File: config.mk
export PLATFORM = sky130hd
export DESIGN_NAME = lsu_ctrl_flat
export DESIGN_NICKNAME = d
export VERILOG_FILES = /design/src/rtl/lsu_pkg.sv /design/src/rtl/lsu_ctrl_if.sv /design/src/rtl/lsu_ctrl_lane_align.sv /design/src/rtl/lsu_ctrl.sv /design/src/flat_wrapper.sv
export SDC_FILE = /design/constraint.sdc
export NUM_CORES = 1
export LEC_CHECK = 0
export CAP_MARGIN = 20
export CORE_MARGIN = 5
export CORE_UTILIZATION = 30
export CTS_BUF_LIST = sky130_fd_sc_hd__clkbuf_8
export CTS_CLUSTER_DIAMETER = 50
export DETAILED_ROUTE_END_ITERATION = 6
export GPL_ROUTABILITY_DRIVEN = 0
export PLACE_DENSITY_LB_ADDON = 0.12
export SYNTH_ARGS = -nofsm -noshare
export SYNTH_HDL_FRONTEND = slang
export SYNTH_HIERARCHICAL = 1
export SYNTH_SLANG_ARGS = --single-unit
File: constraint.sdc
create_clock -name clk -period 5.59 [get_ports clk]
set_clock_uncertainty 0.2 [all_clocks]
set_input_delay 1.677 -clock clk [delete_from_list [all_inputs] [get_ports clk]]
set_output_delay 1.677 -clock clk [all_outputs]
set_load 0.005 [all_outputs]
File: src/rtl/lsu_pkg.sv
// Shared definitions for the load/store controller: access size codes
// and the controller state encoding.
package lsu_pkg;

    localparam logic [1:0] SZ_B = 2'b00;
    localparam logic [1:0] SZ_H = 2'b01;
    localparam logic [1:0] SZ_W = 2'b10;

    typedef enum logic [1:0] {
        ST_IDLE = 2'd0,
        ST_RD   = 2'd1,
        ST_WR   = 2'd2,
        ST_DONE = 2'd3
    } state_t;

endpackage

File: src/rtl/lsu_ctrl_if.sv
// CPU request/response channel plus the data-memory port of the
// load/store controller. The controller is the slave of this bundle.
interface lsu_ctrl_if;

    logic        req_valid;
    logic        req_ready;
    logic        req_we;
    logic [1:0]  req_size;
    logic        req_unsigned;
    logic [31:0] req_addr;
    logic [31:0] req_wdata;

    logic        resp_valid;
    logic [31:0] resp_rdata;
    logic        resp_err;

    logic [31:0] mem_addr;
    logic [31:0] mem_wdata;
    logic        mem_wr;
    logic [31:0] mem_rdata;

    // CPU datapath side
    modport master (
        output req_valid, req_we, req_size, req_unsigned, req_addr, req_wdata,
        input  req_ready, resp_valid, resp_rdata, resp_err
    );

    // Load/store controller side
    modport slave (
        input  req_valid, req_we, req_size, req_unsigned, req_addr, req_wdata,
        input  mem_rdata,
        output req_ready, resp_valid, resp_rdata, resp_err,
        output mem_addr, mem_wdata, mem_wr
    );

    // Data memory side
    modport mem (
        input  mem_addr, mem_wdata, mem_wr,
        output mem_rdata
    );

endinterface

File: src/rtl/lsu_ctrl_lane_align.sv
// Big-endian lane handling: extracts and extends a byte/half/word from a
// memory word for loads, and merges store data into that word for
// read-modify-write stores. Byte offset 0 is the most significant byte.
module lane_align
    import lsu_pkg::*;
(
    input  logic [31:0] i_word,
    input  logic [1:0]  i_offset,
    input  logic [1:0]  i_size,
    input  logic        i_unsigned,
    input  logic [31:0] i_wdata,
    output logic [31:0] o_load,
    output logic [31:0] o_merge
);

    logic [4:0]  w_shift;
    logic [31:0] w_mask;
    logic [31:0] w_lane;

    // Locate the addressed lane, then extract/extend it and build the merged word.
    always_comb begin
        // NOTE: every signal driven here gets a default first, so no path leaves it unassigned and no latch is inferred.
        w_shift = 5'd0;
        w_mask  = 32'hFFFF_FFFF;
        w_lane  = 32'h0000_0000;
        o_load  = i_word;
        o_merge = i_wdata;
        case (i_size)
            SZ_B: begin
                // offset k sits (3-k) bytes above bit 0
                w_shift = {~i_offset, 3'b000};
                w_mask  = 32'h0000_00FF << w_shift;
                w_lane  = (i_word >> w_shift) & 32'h0000_00FF;
                o_load  = i_unsigned ? w_lane : {{24{w_lane[7]}}, w_lane[7:0]};
                o_merge = (i_word & ~w_mask) | ((i_wdata & 32'h0000_00FF) << w_shift);
            end
            SZ_H: begin
                // offset 0 -> upper half, offset 2 -> lower half
                w_shift = i_offset[1] ? 5'd0 : 5'd16;
                w_mask  = 32'h0000_FFFF << w_shift;
                w_lane  = (i_word >> w_shift) & 32'h0000_FFFF;
                o_load  = i_unsigned ? w_lane : {{16{w_lane[15]}}, w_lane[15:0]};
                o_merge = (i_word & ~w_mask) | ((i_wdata & 32'h0000_FFFF) << w_shift);
            end
            default: begin
                // whole word: load and store data pass straight through
            end
        endcase
    end

endmodule

File: src/rtl/lsu_ctrl.sv
// Load/store controller: accepts one request at a time, checks it,
// runs the memory read and/or write, and returns a one-cycle response.
// Sub-word stores are read-modify-write (RD then WR).
module lsu_ctrl
    import lsu_pkg::*;
#(
    parameter int ADDR_W = 10
) (
    input  logic      clk,
    input  logic      rst,
    lsu_ctrl_if.slave bus
);

    state_t      r_state;
    state_t      w_next_state;

    // latched request fields
    logic        r_we;
    logic [1:0]  r_size;
    logic        r_unsigned;
    logic [1:0]  r_offset;
    logic [31:0] r_wdata;

    // registered outputs
    logic [31:0] r_mem_addr;
    logic [31:0] r_mem_wdata;
    logic        r_mem_wr;
    logic        r_resp_valid;
    logic [31:0] r_resp_rdata;
    logic        r_resp_err;

    logic        w_ready;
    logic        w_accept;
    logic        w_err;
    logic        w_word_store;
    logic [31:0] w_load;
    logic [31:0] w_merge;

    assign w_ready      = (r_state == ST_IDLE) && !rst;
    assign w_accept     = bus.req_valid && w_ready;
    assign w_word_store = bus.req_we && (bus.req_size == SZ_W);

    // Reject illegal sizes, misaligned halves/words and addresses beyond the memory.
    always_comb begin
        w_err = |bus.req_addr[31:ADDR_W];
        case (bus.req_size)
            SZ_B:    ;
            SZ_H:    if (bus.req_addr[0]) w_err = 1'b1;
            SZ_W:    if (bus.req_addr[1:0] != 2'b00) w_err = 1'b1;
            default: w_err = 1'b1;
        endcase
    end

    // Lane logic always works on the word currently returned by memory.
    lane_align u_lane_align (
        .i_word     (bus.mem_rdata),
        .i_offset   (r_offset),
        .i_size     (r_size),
        .i_unsigned (r_unsigned),
        .i_wdata    (r_wdata),
        .o_load     (w_load),
        .o_merge    (w_merge)
    );

    // State register.
    always_ff @(posedge clk) begin
        // NOTE: sequential state uses non-blocking assignments so every register samples pre-edge values.
        if (rst) r_state <= ST_IDLE;
        else     r_state <= w_next_state;
    end

    // Next-state decision.
    always_comb begin
        w_next_state = r_state;
        case (r_state)
            ST_IDLE: begin
                if (w_accept) begin
                    if (w_err)             w_next_state = ST_DONE;
                    else if (w_word_store) w_next_state = ST_WR;
                    else                   w_next_state = ST_RD;
                end
            end
            ST_RD:   w_next_state = r_we ? ST_WR : ST_DONE;
            ST_WR:   w_next_state = ST_DONE;
            default: w_next_state = ST_IDLE;
        endcase
    end

    // Request latch, memory port and response registers.
    always_ff @(posedge clk) begin
        if (rst) begin
            r_we         <= 1'b0;
            r_size       <= SZ_B;
            r_unsigned   <= 1'b0;
            r_offset     <= 2'b00;
            r_wdata      <= 32'h0;
            r_mem_addr   <= 32'h0;
            r_mem_wdata  <= 32'h0;
            r_mem_wr     <= 1'b0;
            r_resp_valid <= 1'b0;
            r_resp_rdata <= 32'h0;
            r_resp_err   <= 1'b0;
        end else begin
            r_mem_wr     <= (w_next_state == ST_WR);
            r_resp_valid <= (w_next_state == ST_DONE);
            r_resp_rdata <= 32'h0;
            r_resp_err   <= 1'b0;
            case (r_state)
                ST_IDLE: begin
                    if (w_accept) begin
                        r_we       <= bus.req_we;
                        r_size     <= bus.req_size;
                        r_unsigned <= bus.req_unsigned;
                        r_offset   <= bus.req_addr[1:0];
                        r_wdata    <= bus.req_wdata;
                        r_resp_err <= w_err;
                        // a rejected request leaves the memory port untouched
                        if (!w_err) begin
                            r_mem_addr <= {bus.req_addr[31:2], 2'b00};
                            if (w_word_store) r_mem_wdata <= bus.req_wdata;
                        end
                    end
                end
                ST_RD: begin
                    if (r_we) r_mem_wdata  <= w_merge;
                    else      r_resp_rdata <= w_load;
                end
                default: ;
            endcase
        end
    end

    assign bus.req_ready  = w_ready;
    assign bus.mem_addr   = r_mem_addr;
    assign bus.mem_wdata  = r_mem_wdata;
    assign bus.mem_wr     = r_mem_wr;
    assign bus.resp_valid = r_resp_valid;
    assign bus.resp_rdata = r_resp_rdata;
    assign bus.resp_err   = r_resp_err;

endmodule

File: src/flat_wrapper.sv
// flat-port wrapper written by rule: the top's interface ports become plain ports
module lsu_ctrl_flat import lsu_pkg::*;
#(
    parameter int ADDR_W = 10
)
  (clk, rst, bus_req_valid, bus_req_we, bus_req_size, bus_req_unsigned, bus_req_addr, bus_req_wdata, bus_mem_rdata, bus_req_ready, bus_resp_valid, bus_resp_rdata, bus_resp_err, bus_mem_addr, bus_mem_wdata, bus_mem_wr);
  lsu_ctrl_if bus_i ();
  input  logic clk;
  input  logic rst;
  input wire logic [$bits(bus_i.req_valid)-1:0] bus_req_valid;
  input wire logic [$bits(bus_i.req_we)-1:0] bus_req_we;
  input wire logic [$bits(bus_i.req_size)-1:0] bus_req_size;
  input wire logic [$bits(bus_i.req_unsigned)-1:0] bus_req_unsigned;
  input wire logic [$bits(bus_i.req_addr)-1:0] bus_req_addr;
  input wire logic [$bits(bus_i.req_wdata)-1:0] bus_req_wdata;
  input wire logic [$bits(bus_i.mem_rdata)-1:0] bus_mem_rdata;
  output wire logic [$bits(bus_i.req_ready)-1:0] bus_req_ready;
  output wire logic [$bits(bus_i.resp_valid)-1:0] bus_resp_valid;
  output wire logic [$bits(bus_i.resp_rdata)-1:0] bus_resp_rdata;
  output wire logic [$bits(bus_i.resp_err)-1:0] bus_resp_err;
  output wire logic [$bits(bus_i.mem_addr)-1:0] bus_mem_addr;
  output wire logic [$bits(bus_i.mem_wdata)-1:0] bus_mem_wdata;
  output wire logic [$bits(bus_i.mem_wr)-1:0] bus_mem_wr;
  assign bus_i.req_valid = bus_req_valid;
  assign bus_i.req_we = bus_req_we;
  assign bus_i.req_size = bus_req_size;
  assign bus_i.req_unsigned = bus_req_unsigned;
  assign bus_i.req_addr = bus_req_addr;
  assign bus_i.req_wdata = bus_req_wdata;
  assign bus_i.mem_rdata = bus_mem_rdata;
  assign bus_req_ready = bus_i.req_ready;
  assign bus_resp_valid = bus_i.resp_valid;
  assign bus_resp_rdata = bus_i.resp_rdata;
  assign bus_resp_err = bus_i.resp_err;
  assign bus_mem_addr = bus_i.mem_addr;
  assign bus_mem_wdata = bus_i.mem_wdata;
  assign bus_mem_wr = bus_i.mem_wr;
  lsu_ctrl #(.ADDR_W(ADDR_W)) u_core (.clk(clk), .rst(rst), .bus(bus_i));
endmodule
# Yosys cells after proc, flatten, opt, wreduce, memory -nomap -nowiden
# Index checks and enable logic that the tools add are counted.
# W data, S select, Z words.
# word_totals
regBits	137
elab_cells	73
output_inout_bits	100
input_bits	103
# op_classes
shift	6
bitwise_logic	11
n_mux	18
eq_ne	11
reduce_logical	15
# ops
operator	count
$mux W32	6
$pmux W32 S2	3
$and A32 B32 Y32	2
$not A32 Y32	2
$or A32 B32 Y32	2
$shl A16 B5 Y32	1
$shl A16 B5 Y32 const A	1
$shl A8 B5 Y32	1
$shl A8 B5 Y32 const A	1
$shr A32 B5 Y16	1
$shr A32 B5 Y8	1
$reduce_or A22 Y1	1
$eq A2 B2 Y1 const B	4
$eq A2 B1 Y1 const B	3
$logic_not A2 Y1	3
$mux W2	3
$ne A2 B1 Y1 const B	3
$pmux W2 S3	1
$reduce_or A3 Y1	2
$mux W5	1
$reduce_and A5 Y1	1
$not A1 Y1	4
$reduce_bool A2 Y1	2
$logic_and A1 B1 Y1	3
other kinds (7)	9

# Depth between registers and ports, before layout
# logic_depth
ltp_word	8
mapped_depth	9
ltp_nobuf	7

# Modules after synthesis
# Netlist, hierarchy kept.
# modules_own_cells
mod	seq_area_each_um2	instances	cells_per_inst	area_each_um2
lsu_ctrl	2742.6	1	528	5380.2
lane_align	0.0	1	239	1388.8

# Worst setup path after synthesis
# Ideal clock, no wire load.
# synth_path
kind	input to output
from	in rst
to	out bus_req_ready
n_path_buf	0
required_ps	3713
slack_ps	1901
cell_stages	1
t_arrival_ps	1812
cell_sequence	nor2b_1
# synth_via
elab_chain_len	2
# synth_rtl
item	line_no	source
from (decl)	flat_wrapper.sv:9	input logic rst;
$logic_not A1 Y1	lsu_ctrl.sv:39	assign w_ready = (r_state == ST_IDLE) && !rst;
$logic_and A1 B1 Y1	lsu_ctrl.sv:39	
to (decl)	flat_wrapper.sv:17	output wire logic [$bits(bus_i.req_ready)-1:0] bus_req_ready;
# Every way passes these cells.

# Worst setup path after layout
# Ends and elaborated chain as after synthesis.

==> summary.txt <==
Cells and area
  – Nets@finish: ~1000
  – Area Overhead vs Synth: 37.58%
  – N_diodes: 0
  – Layout cells sized above 1: slightly below 9%
  – Fillcell total: 2287

Synth
  – Top cells by area, synth: dfxtp_1 41%, mux2i_1 12%, nand2_1 8.9%, a211oi_1 5.0%, nand3b_1 4.2%
  – Synth cell count leaders: 161 x nand2_1, 137 x dfxtp_1, 78 x mux2i_1, 46 x nor2_1, 45 x a211oi_1
  – Simple-Gate Fraction of Synth Area: 21.33%
  – Synthesized flop and latch total: 137
  – Mux share of post-synthesis cell area: 13.20%
  – Yosys top cell by area: dfxtp_1
  – Fraction of registers with async set or reset after synthesis: 0%
  – Mapped cell area: 0.006769 sq mm
  – Synth unique cells: 42
  – Yosys warnings: 6
  – Ys flop type: dfxtp_1
  – Number of synthesized flops with an enable pin: 0
  – Synth top area share: 40.52%
  – Avg Cell Area, Syn: approximately 8.8 sq um
  – XOR/XNOR Fraction of Synth Area: 0%
  – Most instantiated library cell after synthesis: nand2_1
  – Adder-cell area share of the yosys netlist: under 10%
  – Post-Synthesis Cells: about 770
  – Main combinational cell family by area after synthesis: simple AND/OR/NAND/NOR gates
  – Sequential fraction of the synthesis area: 40.52%
  – Compound-cell area share of the yosys netlist: 18.28%

Clock tree
  – CTS Buffer Depth: 2
  – CTS sink cnt: 137
  – Clock H-tree levels: 4
  – Hold Buf Count CTS: 0
  – Worst-Skew Late Latency: 0.46 ns
  – Root Buffer Master: clkbuf_8
  – Post-CTS setup buffer count: 0
  – Worst-path clk slew: 0.08 ns
  – Number of CTS-inserted buffers: 17
  – Quantity of gates resized following cts: 0
  – CTS tree: yes

Global routing
  – Via count of the first global-routing pass: 6058
  – Met1 Use GR: 22.72%
  – Global routing's busiest layer: met2
  – Antenna violations before repair: 0
  – Global Route met2 Usage: roughly a quarter
  – Total grt overflow: 0
  – Largest net degree at the start of global routing: 73
  – Overall Global Routing Usage: 16.98%
  – Global-route wire length before repair: 34.75 mm
  – M3 GR Usage: 5.445%

Min path
  – Hold Path Origin: u_core/r_wdata[31]
  – Worst Hold Class: flip-flop to flip-flop
  – WHS Endpoint: u_core/r_wdata[31]
  – Worst hold path depth: 2

STA
  – Worst slew margin: 48.24%
  – Final setup viols: 0
  – Hold Fails Final Rpt: 0
  – Period utilization: 81.27%
  – Worst hold slack: about 0.28 ns
  – RSZ-0062 raised after global routing: no
  – Final Max Tran Viols: 0
  – Setup_tns: 0 ns
  – Slew @ Worst Pin: a little under 0.8 ns
  – Fmax achieved: 0.2201 GHz
  – Minimum clock period: approximately 4.5 ns

Critical path
  – Worst-path cell chain: buf_4, nor2b_1, clkdlybuf4s50_1
  – CP arrival: 2.67 ns
  – Slowest stage cell, crit path: clkdlybuf4s50_1
  – R2r startpoint: u_core/r_state[0]
  – Top delay family on crit path: buffers and inverters
  – Crit path required time: 3.71 ns
  – Reg2reg path depth: 9
  – Max incr delay on CP: 0.54 ns
  – CP Max Fanout: 40
  – Startpoint types: input pin
  – CP Capture Type: output port
  – R2R Path End: u_core/bus.mem_wdata[9]
  – WP depth: 3
  – WP buf/inv: 2
  – Crit Path Class: input pin to output port
  – Worst reg2reg setup slack: 2.63 ns

Status
  – Status: complete, no violations

Floorplanning
  – Starting density of the core: a little under a third
  – IO Pins: 203
  – Cell Rows: 55
  – Die footprint: 0.02567 sq mm
  – Die Ht: 160.2 um
  – Placeable core area: 0.02243 sq mm
  – DIE WIDTH: ~160 um

Pwr
  – Leak pwr: ~3.4 nW
  – Combinational power share: 34.2%
  – Clock power frac: 27.7%
  – Power Dens Cells: 334.5 mW/mm^2
  – Switching Fraction: 35.43%
  – VDD IR-drop max: around 0.15 mV
  – P_sw: around 1.1 mW
  – Sequential share of power: 38.1%
  – Internal: just over 2 mW
  – Overall Power: between 3 and 4 mW

Detailed routing
  – Via density: slightly below 5
  – Via count: 6059
  – DRC viols: 0
  – Routed WL: around 22 mm
  – Wire per inst: 18.21 um
  – Initial DRC count: 463
  – DRT antenna net count: 0
  – DRT Pass-1 Iters: 5

Place
  – Port Buffer Count: 200
  – Final HPWL DP: 15.98 mm

Run
  – Max-Cap Viols: 0
==> power groups by stage <==
stage	clock network, mW	registers [mW]	logic [mW]
6_report	0.863	1.19	1.07
4_1_cts	0.893	1.18	1.07
5_1_grt	0.935	1.20	1.17
3_5_place_dp	0	1.21	1.07
3_3_place_gp	0	1.21	1.07
2_1_floorplan	0	1.17	0.703
==> per-stage QoR <==
step | utilization [%] | instance area (sq um) | worst slack (ns) | cells
after floorplan | - | 6773 | 1.901 | 768
after global placement | 39.68 | 8901 | 1.057 | 1199
after detailed placement | 39.68 | 8901 | 1.036 | 1199
after CTS | 41.51 | 9313 | 1.019 | 1231
after global routing | 41.51 | 9313 | 0.9399 | 1231
final | 41.51 | 9313 | 1.047 | 1231
==> cells by family (layout without fill, tap and decap cells) <==
| group | after synthesis | in the layout |
|---|---|---|
| and+or+nand+nor | 300 | 300 |
| other | 1 | 2 |
| AOI/OAI and AO/OA | 166 | 166 |
| adders and majority gates | 7 | 7 |
| buffers and inverters | 69 | 247 |
| muxes | 87 | 87 |
| DFF | 137 | 137 |
==> flip-flops by register name, indices dropped and copies added, names as in the netlist, 2 cells and up <==
name	flops
u_core/r_state	2
u_core/r_offset	2
u_core/bus.resp_rdata	32
u_core/bus.mem_addr	30
u_core/bus.mem_wdata	32
u_core/r_size	2
u_core/r_wdata	32
==> placed cells by master (no fill, tap or decap), types with 3 or more instances in the layout <==
cell type | synthesis | routed
nor2b_1 | 4 | 4
o21ai_1 | 11 | 11
mux2i_1 | 78 | 78
nor4_1 | 5 | 5
o211ai_1 | 8 | 8
a211oi_1 | 45 | 45
nand3b_1 | 38 | 38
nor3_1 | 3 | 3
clkdlybuf4s50_1 | 0 | 199
clkinvlp_4 | 0 | 3
a211oi_2 | 20 | 20
mux2_2 | 8 | 8
o21ai_0 | 24 | 24
inv_1 | 4 | 6
nand2_1 | 161 | 161
ha_1 | 7 | 6
a21oi_1 | 12 | 12
buf_4 | 4 | 9
and2_1 | 34 | 33
a22oi_1 | 33 | 33
dfxtp_1 | 137 | 136
a21o_1 | 5 | 5
clkinv_4 | 0 | 4
nor2_1 | 46 | 45
clkbuf_8 | 0 | 17
bufinv_16 | 0 | 3
==> how the worst max path moves through the flow <==
stage,start,end,slack [ns]
floorplan,rst,bus_req_ready,1.90
global placement,rst,bus_req_ready,1.06
detailed placement,rst,bus_req_ready,1.04
CTS,rst,bus_req_ready,1.02
global route,rst,bus_req_ready,0.94
finish,rst,bus_req_ready,1.05
==> area by class of cell <==
| type | instances | area [sq um] | area share [%] |
|---|---|---|---|
| timing repair buffer | 210 | 2100 | 22.54 |
| clock inverter | 15 | 177.7 | 1.908 |
| inverter | 5 | 18.77 | 0.2015 |
| multi-input combinational | 562 | 3682 | 39.54 |
| clock buffer | 17 | 234.0 | 2.512 |
| tap | 285 | 356.6 | 3.829 |
| sequential | 137 | 2744 | 29.46 |
==> routing by layer <==
metal  part of all wire (%)  wire length (um)
met5                      0                 0
met4                   0.79               177
met3                    6.9              1546
met2                     46             10220
met1                     47             10470
==> tightest hold or removal path: stages, from the launching register on <==
cell and delay, ns:
dfxtp_1 0.31, nand3b_1 0.08, nand2_1 0.05
Power figures use the tool's default switching activity.
